`src/rtl/serial_adder_pkg.sv`:
```
// Shared definitions for the serial digit adder: FSM state encoding and
// a helper that sizes the digit counter.
package serial_adder_pkg;

  typedef enum logic [1:0] {
    IDLE = 2'd0,
    RUN  = 2'd1,
    DONE = 2'd2
  } state_t;

  // Counter width for n digits; a single-digit build still needs one bit.
  function automatic int cnt_width(input int n);
    return (n <= 1) ? 1 : $clog2(n);
  endfunction

endpackage

```
`src/rtl/adder_digit.sv`:
```
// Combinational DIGIT-bit ripple adder built from full-adder stages.
// Also exposes the carry into its MSB so the caller can derive signed
// overflow on the most significant digit.
module adder_digit #(
  parameter int DIGIT = 4
) (
  input  logic [DIGIT-1:0] a,
  input  logic [DIGIT-1:0] b,
  input  logic             cin,
  output logic [DIGIT-1:0] sum,
  output logic             cout,
  output logic             cmsb
);

  logic [DIGIT:0] carry;

  assign carry[0] = cin;

  for (genvar i = 0; i < DIGIT; i++) begin : g_stage
    assign sum[i]       = a[i] ^ b[i] ^ carry[i];
    assign carry[i + 1] = (a[i] & b[i]) | (b[i] & carry[i]) | (a[i] & carry[i]);
  end

  assign cout = carry[DIGIT];
  assign cmsb = carry[DIGIT-1];

endmodule

```
`src/rtl/serial_digit_adder.sv`:
```
// Multi-cycle WIDTH-bit adder that processes DIGIT bits per clock through a
// registered carry, with a Start/Busy/Done handshake.
// Optional feature macro: SERIAL_ADDER_SUB_EN adds the Sub port, which turns
// the operation into A - B (two's complement: ~B with carry-in forced to 1).
module serial_digit_adder
  import serial_adder_pkg::*;
#(
  parameter int WIDTH = 16,
  parameter int DIGIT = 4
) (
  input  logic             Clk,
  input  logic             Rst_n,
  input  logic             Start,
  input  logic [WIDTH-1:0] A,
  input  logic [WIDTH-1:0] B,
  input  logic             Cin,
`ifdef SERIAL_ADDER_SUB_EN
  input  logic             Sub,
`endif
  output logic             Busy,
  output logic             Done,
  output logic [WIDTH-1:0] S,
  output logic             Cout,
  output logic             Ovf
);

  localparam int N  = WIDTH / DIGIT;
  localparam int CW = cnt_width(N);

  state_t           state_q, state_d;
  logic [CW-1:0]    cnt_q, cnt_d;
  logic [WIDTH-1:0] a_q, a_d;
  logic [WIDTH-1:0] b_q, b_d;
  logic [WIDTH-1:0] s_q, s_d;
  logic             carry_q, carry_d;
  logic             cout_q, cout_d;
  logic             ovf_q, ovf_d;

  logic [DIGIT-1:0]       dig_sum;
  logic                   dig_cout;
  logic                   dig_cmsb;
  logic [WIDTH+DIGIT-1:0] s_cat;
  logic                   last_digit;
  logic [WIDTH-1:0]       b_in;
  logic                   carry_in;

  adder_digit #(
    .DIGIT(DIGIT)
  ) u_digit (
    .a   (a_q[DIGIT-1:0]),
    .b   (b_q[DIGIT-1:0]),
    .cin (carry_q),
    .sum (dig_sum),
    .cout(dig_cout),
    .cmsb(dig_cmsb)
  );

  // New digit enters S from the MSB side so the LSB digit ends up at the bottom after N shifts.
  assign s_cat      = {dig_sum, s_q};
  assign last_digit = (cnt_q == CW'(N - 1));

`ifdef SERIAL_ADDER_SUB_EN
  assign b_in     = Sub ? ~B : B;
  assign carry_in = Sub ? 1'b1 : Cin;
`else
  assign b_in     = B;
  assign carry_in = Cin;
`endif

  // Next-state, operand shifting and result accumulation.
  always_comb begin
    state_d = state_q;
    cnt_d   = cnt_q;
    a_d     = a_q;
    b_d     = b_q;
    s_d     = s_q;
    carry_d = carry_q;
    cout_d  = cout_q;
    ovf_d   = ovf_q;
    case (state_q)
      IDLE, DONE: begin
        if (Start) begin
          a_d     = A;
          b_d     = b_in;
          carry_d = carry_in;
          cnt_d   = '0;
          state_d = RUN;
        end else begin
          state_d = IDLE;
        end
      end
      RUN: begin
        a_d     = a_q >> DIGIT;
        b_d     = b_q >> DIGIT;
        s_d     = s_cat[WIDTH+DIGIT-1:DIGIT];
        carry_d = dig_cout;
        cnt_d   = cnt_q + 1'b1;
        if (last_digit) begin
          cout_d  = dig_cout;
          ovf_d   = dig_cmsb ^ dig_cout;
          state_d = DONE;
        end
      end
      default: state_d = IDLE;
    endcase
  end

  // State and datapath registers; reset abandons any operation in flight.
  always_ff @(posedge Clk) begin
    if (!Rst_n) begin
      state_q <= IDLE;
      cnt_q   <= '0;
      a_q     <= '0;
      b_q     <= '0;
      s_q     <= '0;
      carry_q <= 1'b0;
      cout_q  <= 1'b0;
      ovf_q   <= 1'b0;
    end else begin
      state_q <= state_d;
      cnt_q   <= cnt_d;
      a_q     <= a_d;
      b_q     <= b_d;
      s_q     <= s_d;
      carry_q <= carry_d;
      cout_q  <= cout_d;
      ovf_q   <= ovf_d;
    end
  end

  assign Busy = (state_q == RUN);
  assign Done = (state_q == DONE);
  assign S    = s_q;
  assign Cout = cout_q;
  assign Ovf  = ovf_q;

endmodule

```
`config.mk`:
```
export PLATFORM = sky130hd
export DESIGN_NAME = serial_digit_adder
export DESIGN_NICKNAME = d
export VERILOG_FILES = /design/src/rtl/serial_adder_pkg.sv /design/src/rtl/adder_digit.sv /design/src/rtl/serial_digit_adder.sv
export SDC_FILE = /design/constraint.sdc
export NUM_CORES = 1
export LEC_CHECK = 0
export BUFFER_PORTS_ARGS = -buffer_cell sky130_fd_sc_hd__buf_4
export CAP_MARGIN = 25
export CORE_MARGIN = 3
export CORE_UTILIZATION = 45
export DETAILED_ROUTE_END_ITERATION = 10
export GPL_ROUTABILITY_DRIVEN = 0
export PLACE_DENSITY = 0.69
export SETUP_SLACK_MARGIN = 0.5
export SYNTH_ARGS = -nofsm -noshare
export SYNTH_HDL_FRONTEND = slang
export SYNTH_HIERARCHICAL = 1
export SYNTH_SLANG_ARGS = --single-unit
```
`constraint.sdc`:
```
create_clock -name Clk -period 3.9 [get_ports Clk]
set_clock_uncertainty 0.2 [all_clocks]
set_input_delay 0.195 -clock Clk [delete_from_list [all_inputs] [get_ports Clk]]
set_output_delay 0.195 -clock Clk [all_outputs]
set_load 0.02 [all_outputs]
```
# Word level (Yosys, flattened, before mapping)
# Cells that the tools add are included.
# word_totals
elab_cells,59
in_bits,36
ff_bits,55
output_inout_bits,20
# classes
reduce_logical,5
bitwise,29
n_mux,11
addsub,1
eq_ne,5
# op_table
cell,n
$pmux 16 s2,2
$mux 16,2
$and 1x1->1,12
$xor 1x1->1,9
$or 1x1->1,8
$pmux 2 s2,2
$eq 2x2->1 const B,2
$mux 2,2
$reduce_and 2->1,2
$add 2x1->2 const B,1
$eq 2x1->1 const B,1
$logic_not 2->1,1
$mux 1,2
$ne 2x1->1 const B,1
$ne 2x2->1 const B,1
$pmux 1 s2,1
$reduce_bool 2->1,1
$reduce_or 2->1,1

# Longest topological paths before layout
# depth
depth_word,13
ltp_mapped,10
mapped_depth_nobuf,10

# Cells and area by module
# The synthesis kept the hierarchy.
# modules_own_cells
mod,n_inst,cells_per_inst,seq_area_each_um2,area_each_um2
serial_digit_adder,1,274,1101.1,2210.9
adder_digit,1,14,0.0,117.6

# Worst setup path after synthesis
# OpenSTA, ideal clock, no wires.
# synth_timing
kind,register -> register
from,register a_q[0]
to,register ovf_q (netlist: Ovf)
path_slack_ps,1649
required_ps,3609
path_stages_with_launch,11
arrival_ps,1960
setup_ps,91
n_path_buf,0
period_less_slack_ps,2251
cell_sequence,dfxtp_1 -> inv_1 -> fa_1 -> inv_1 -> fa_1 -> fa_1 -> inv_1 -> fa_1 -> inv_1 -> xnor2_1 -> a311oi_1
# synth_via
elab_chain_len,13
elab_cells_between_ends,17
cone_classes,bitwise (17)
# synth_rtl
element,line,text
start: declaration,serial_digit_adder.sv:32,"logic [WIDTH-1:0] a_q, a_d;"
start signal: assignment,serial_digit_adder.sv:113,a_q <= '0;
start signal: assignment,serial_digit_adder.sv:122,a_q <= a_d;
$and 1x1->1,adder_digit.sv:21,assign carry[i + 1] = (a[i] & b[i]) | (b[i] & carry[i]) | (a[i] & carry[i]);
$or 1x1->1,adder_digit.sv:21,
$or 1x1->1 (*),adder_digit.sv:21,
$and 1x1->1,adder_digit.sv:21,
$or 1x1->1,adder_digit.sv:21,
$or 1x1->1 (*),adder_digit.sv:21,
$and 1x1->1,adder_digit.sv:21,
$or 1x1->1,adder_digit.sv:21,
$or 1x1->1 (*),adder_digit.sv:21,
named net dig_cmsb,serial_digit_adder.sv:41,logic dig_cmsb;
$and 1x1->1,adder_digit.sv:21,
$or 1x1->1,adder_digit.sv:21,
$or 1x1->1 (*),adder_digit.sv:21,
named net dig_cout,serial_digit_adder.sv:40,logic dig_cout;
$xor 1x1->1 (*),serial_digit_adder.sv:100,ovf_d = dig_cmsb ^ dig_cout;
end signal: assignment,serial_digit_adder.sv:127,ovf_q <= ovf_d;
end: declaration,serial_digit_adder.sv:37,"logic ovf_q, ovf_d;"
# The timed path passes the listed nets; every way through them passes the cells marked *.
# A chain may end at the register's enable or synchronous reset.

# Final worst setup path
# Ends and elaborated chain as after synthesis.

==> impl.org <==
** Clocking
- Maximum root-to-sink buffer count :: 2
- Number of clock sinks :: 55
- Latest clock arrival within the worst-skew pair :: around 0.31 ns
- CTS built an H-tree with a depth of 2.
- CTS tree :: yes
- After clock tree synthesis, the setup repair step added 0 buffers.
- After clock tree synthesis, the repair step resized 0 gates.
- Clock-pin slew was measured on the worst setup and hold paths at 0.10 ns.
- Hold-fix buffer count after cts :: 33
- CTS root buffer :: sky130_fd_sc_hd__clkbuf_8
- Inserted Clock Buffers :: 5

** Synth
- Largest family of logic cells by synthesized area :: simple AND/OR/NAND/NOR gates
- The number of different library cells used by synthesis comes to 21.
- Simple-gate portion of the synthesized area :: 0.1934
- YS warnings :: 6
- Synthesized instance count :: between 200 and 300
- XOR/XNOR share of the synthesized area :: 0.003761
- Of the post-synthesis cell area, the part taken by muxes is 0.
- Net Count, Synth :: approximately 330
- Synthesized area divided by synthesized cell count :: roughly 8 µm²
- Post-synthesis sequential element count :: 55
- The area fraction in compound gates after synthesis is 0.1891.
- Sequential-to-total area share from yosys stat :: 0.4729
- Synth Cell Area :: roughly 0.0023 mm²
- Adder and majority cell fraction of the synthesized area :: 0.03976

** Timing
- Time the final worst path needs with I/O delays and setup :: approximately 2.5 ns
- Timing-limited maximum frequency :: approximately 410 MHz
- Final worst path period share :: 0.6329
- Hold is met by about 0.057 ns.
- Setup violations remaining at the end of the flow were counted as 0.
- The max-slew violation count is 0.
- Final sum of negative setup slack :: 0 ns
- Worst-case headroom to the max-slew limit :: 0.3400
- Setup repair after global routing missed its margin :: no
- At the pin with the least slew margin, the transition time is slightly below 1 ns.
- In the post-route analysis, the smallest setup slack over all paths is about 1.4 ns.
- The hold violation count in the final report was 0.

** Power
- Combinational share of power :: 0.181
- Total design power :: 0.001138 W
- Of the total power, the clock network draws 0.275.
- Of the total power, the share spent switching nets is 0.2793.
- Sequential share of power :: 0.544
- Net load switching power :: roughly 0.00032 W
- Cell internal pwr :: between 0.0008 and 0.0009 W
- Static Leak :: around 1.2 nW
- Across the VDD grid, the largest voltage drop is ~0.00017 V.
- Power Dens Cells :: approximately 370 mW/mm²

** Floorplanning
- The die is 77.94 µm wide.
- The initial utilization of the core area, before any placement, comes to 0.4803.
- The floorplan step set the die height to just under 80 µm.
- Floorplan Core Area :: roughly 0.0048 mm²
- Die Footprint :: 0.006074 mm²
- Number of placement rows :: 25
- Ports placed on the boundary :: 56

** Route
- Wires add up to between 5 and 6 mm.
- Average wire per cell in the routed design :: approximately 13 µm
- The first detailed-routing pass ran for 4 iterations.
- Summing over every cut layer, the via total after detailed routing is approximately 2,200.
- Number of nets with antenna violations after detailed routing :: 0
- After detailed routing, the number of remaining DRC violations is 0.
- Number of design-rule violations left by the first detailed-router iteration :: between 100 and 150
- After detailed routing, the number of vias per cell comes to 4.995.

** Job
- Maximum Capacitance Violations :: 0

** GRT
- Maximum number of pins on one net before global-route repair :: 57
- Global-route wire length before repair :: approximately 9 mm
- In the global route stage, overall resource usage came out at 0.1891.
- Vias in the first global route :: between 1,500 and 2,000
- Global route total overflow :: 0
- Number of antenna violations at the first check in global routing :: 0

** Finish
- Synth-to-Final Area Change :: 33.48%
- The repair_antennas step left the layout with diodes totalling 0.
- In the final layout, flip-flops and latches occupy roughly 0.0011 mm².
- Core utilization of the finished layout :: 0.6410
- Nets :: 404
- Summing all multi-input logic gate instances after layout gives 994.7 µm².
- Of the cells placed in the final design, the portion with a size suffix greater than 1 is 0.1978.
- Fill cells in the final layout number between 400 and 500.

** Setup path
- Element type at the critical path end :: flop
- Crit path required time :: 3.92 ns
- Kind of launch point of the worst setup path :: flop
- Number of cells on the worst reg-to-reg path :: 10
- The slowest stage of the critical path belongs to the cell sky130_fd_sc_hd__fa_1.
- RR Startpoint :: a_q[0]$_SDFFE_PN0P_
- Setup slack of the most critical reg-to-reg path :: 1.43 ns
- Max incr delay on CP :: 0.44 ns
- In this run the worst path has a maximum fanout of 3.
- The endpoint identified for the worst register-to-register timing path is Ovf$_SDFFE_PN0P_.
- Worst setup path class :: flop to flop
- Crit-path cells :: inv_1, fa_1, inv_1, fa_1, fa_1, inv_1, fa_1, inv_1, xnor2_1, a311oi_1
- Critical Path AT :: 2.49 ns

** Worst hold path
- Hold-critical path endpoint :: a_q[5]$_SDFFE_PN0P_
- Along the worst hold path, the cell count comes to 3.
- Worst hold path type :: input port to flop
- The startpoint identified for the worst hold timing path is Rst_n.

** Place
- Detailed placer's ending HPWL :: approximately 3.4 mm
- During placement, the flow inserted port buffers numbering between 50 and 60.
- Timing analysis after detailed placement gives a worst setup slack of 1.447 ns.

** Run status
- The flow ran to the end, and the final reports show no timing, DRC or antenna violations.
synthesized netlist by cell type (all sizes together):
master | n | area share
fa | 4 | 0.034
a21oi | 29 | 0.062
xnor2 | 1 | 0.0038
and2b | 1 | 0.0032
inv | 13 | 0.023
clkbuf | 5 | 0.0081
buf | 19 | 0.070
nand2b | 3 | 0.0081
a31oi | 25 | 0.067
nand2 | 92 | 0.15
a311oi | 1 | 0.0038
ha | 1 | 0.0054
nor3 | 1 | 0.0043
nor2b | 1 | 0.0038
dfxtp | 55 | 0.47
o21ai | 26 | 0.056
nand3 | 11 | 0.026
power by group through the flow:
| stage | clock, W | sequential, W | combinational (W) |
|---|---|---|---|
| floorplan | 0 | 0.000634 | 0.000125 |
| global placement | 0 | 0.000632 | 0.000171 |
| detailed placement | 0 | 0.000633 | 0.000174 |
| CTS | 0.000317 | 0.000620 | 0.000201 |
| global route | 0.000344 | 0.000626 | 0.000231 |
| finish | 0.000313 | 0.000620 | 0.000206 |
critical path, delay by kind of cell (launching register included):
kind                       cells  cell delay, ns
adders and majority gates      4            1.17
DFF                            1            0.36
buffers and inverters          4            0.32
AOI/OAI and AO/OA              1            0.24
xor gates and xnor gates       1            0.08
sequential cells by signal (all words and copies together) (netlist names):
| signal | cells |
|---|---|
| Cout | 1 |
| Ovf | 1 |
| S | 16 |
| a_q | 16 |
| b_q | 16 |
| carry_q | 1 |
| cnt_q | 2 |
| state_q | 2 |
placed cells by master (no fill, tap or decap), drive strengths merged:
master / n
nor3: 1
a31oi: 25
ha: 1
nand3: 11
clkinv: 1
nor2b: 1
inv: 13
nand2: 92
and2b: 1
o21ai: 26
clkinvlp: 2
dlygate4sd3: 33
buf: 59
fa: 4
clkbuf: 5
a311oi: 1
dfxtp: 55
a21oi: 29
xnor2: 1
nand2b: 3
logic make-up after synthesis:
kind of cell,Yosys count
and+or+nand+nor,109
AOI/OAI and AO/OA,81
DFF,55
buffers and inverters,37
adders and majority gates,5
xor gates and xnor gates,1
final cells by class:
type | instances | area share
multi-input combinational | 196 | 0.3200
inverter | 13 | 0.01731
timing repair buffer | 92 | 0.2528
sequential | 55 | 0.3543
tap | 67 | 0.02697
clock buffer | 5 | 0.02214
clock inverter | 3 | 0.006441
layer usage:
layer  wire, µm  GRT usage  vias up
met4         62    0.05245        0
met3        267    0.03944        7
met1       2371     0.2536      989
li1           -          -     1104
met2       2808     0.3082       53
met5          0          0        -
metrics by stage:
stage / area [µm²] / std cells
6_report: 3108 / 431
5_1_grt: 3108 / 431
4_1_cts: 3088 / 430
3_5_place_dp: 2669 / 389
3_3_place_gp: 2669 / 389
2_1_floorplan: 2328 / 288
worst max path at each step:
stage,startpoint,endpoint,slack (ns),depth (start not counted)
4_1_cts,a_q[0]$_SDFFE_PN0P_,Ovf$_SDFFE_PN0P_,1.44,10
6_report,a_q[0]$_SDFFE_PN0P_,Ovf$_SDFFE_PN0P_,1.43,10
5_1_grt,a_q[0]$_SDFFE_PN0P_,Ovf$_SDFFE_PN0P_,1.28,10
3_5_place_dp,a_q[0]$_SDFFE_PN0P_,Ovf$_SDFFE_PN0P_,1.45,10
3_3_place_gp,a_q[0]$_SDFFE_PN0P_,S[15]$_SDFFE_PN0P_,1.58,10
2_1_floorplan,a_q[0]$_SDFFE_PN0P_,Ovf$_SDFFE_PN0P_,1.65,10
Note: power is estimated with default switching activity, not from simulation.
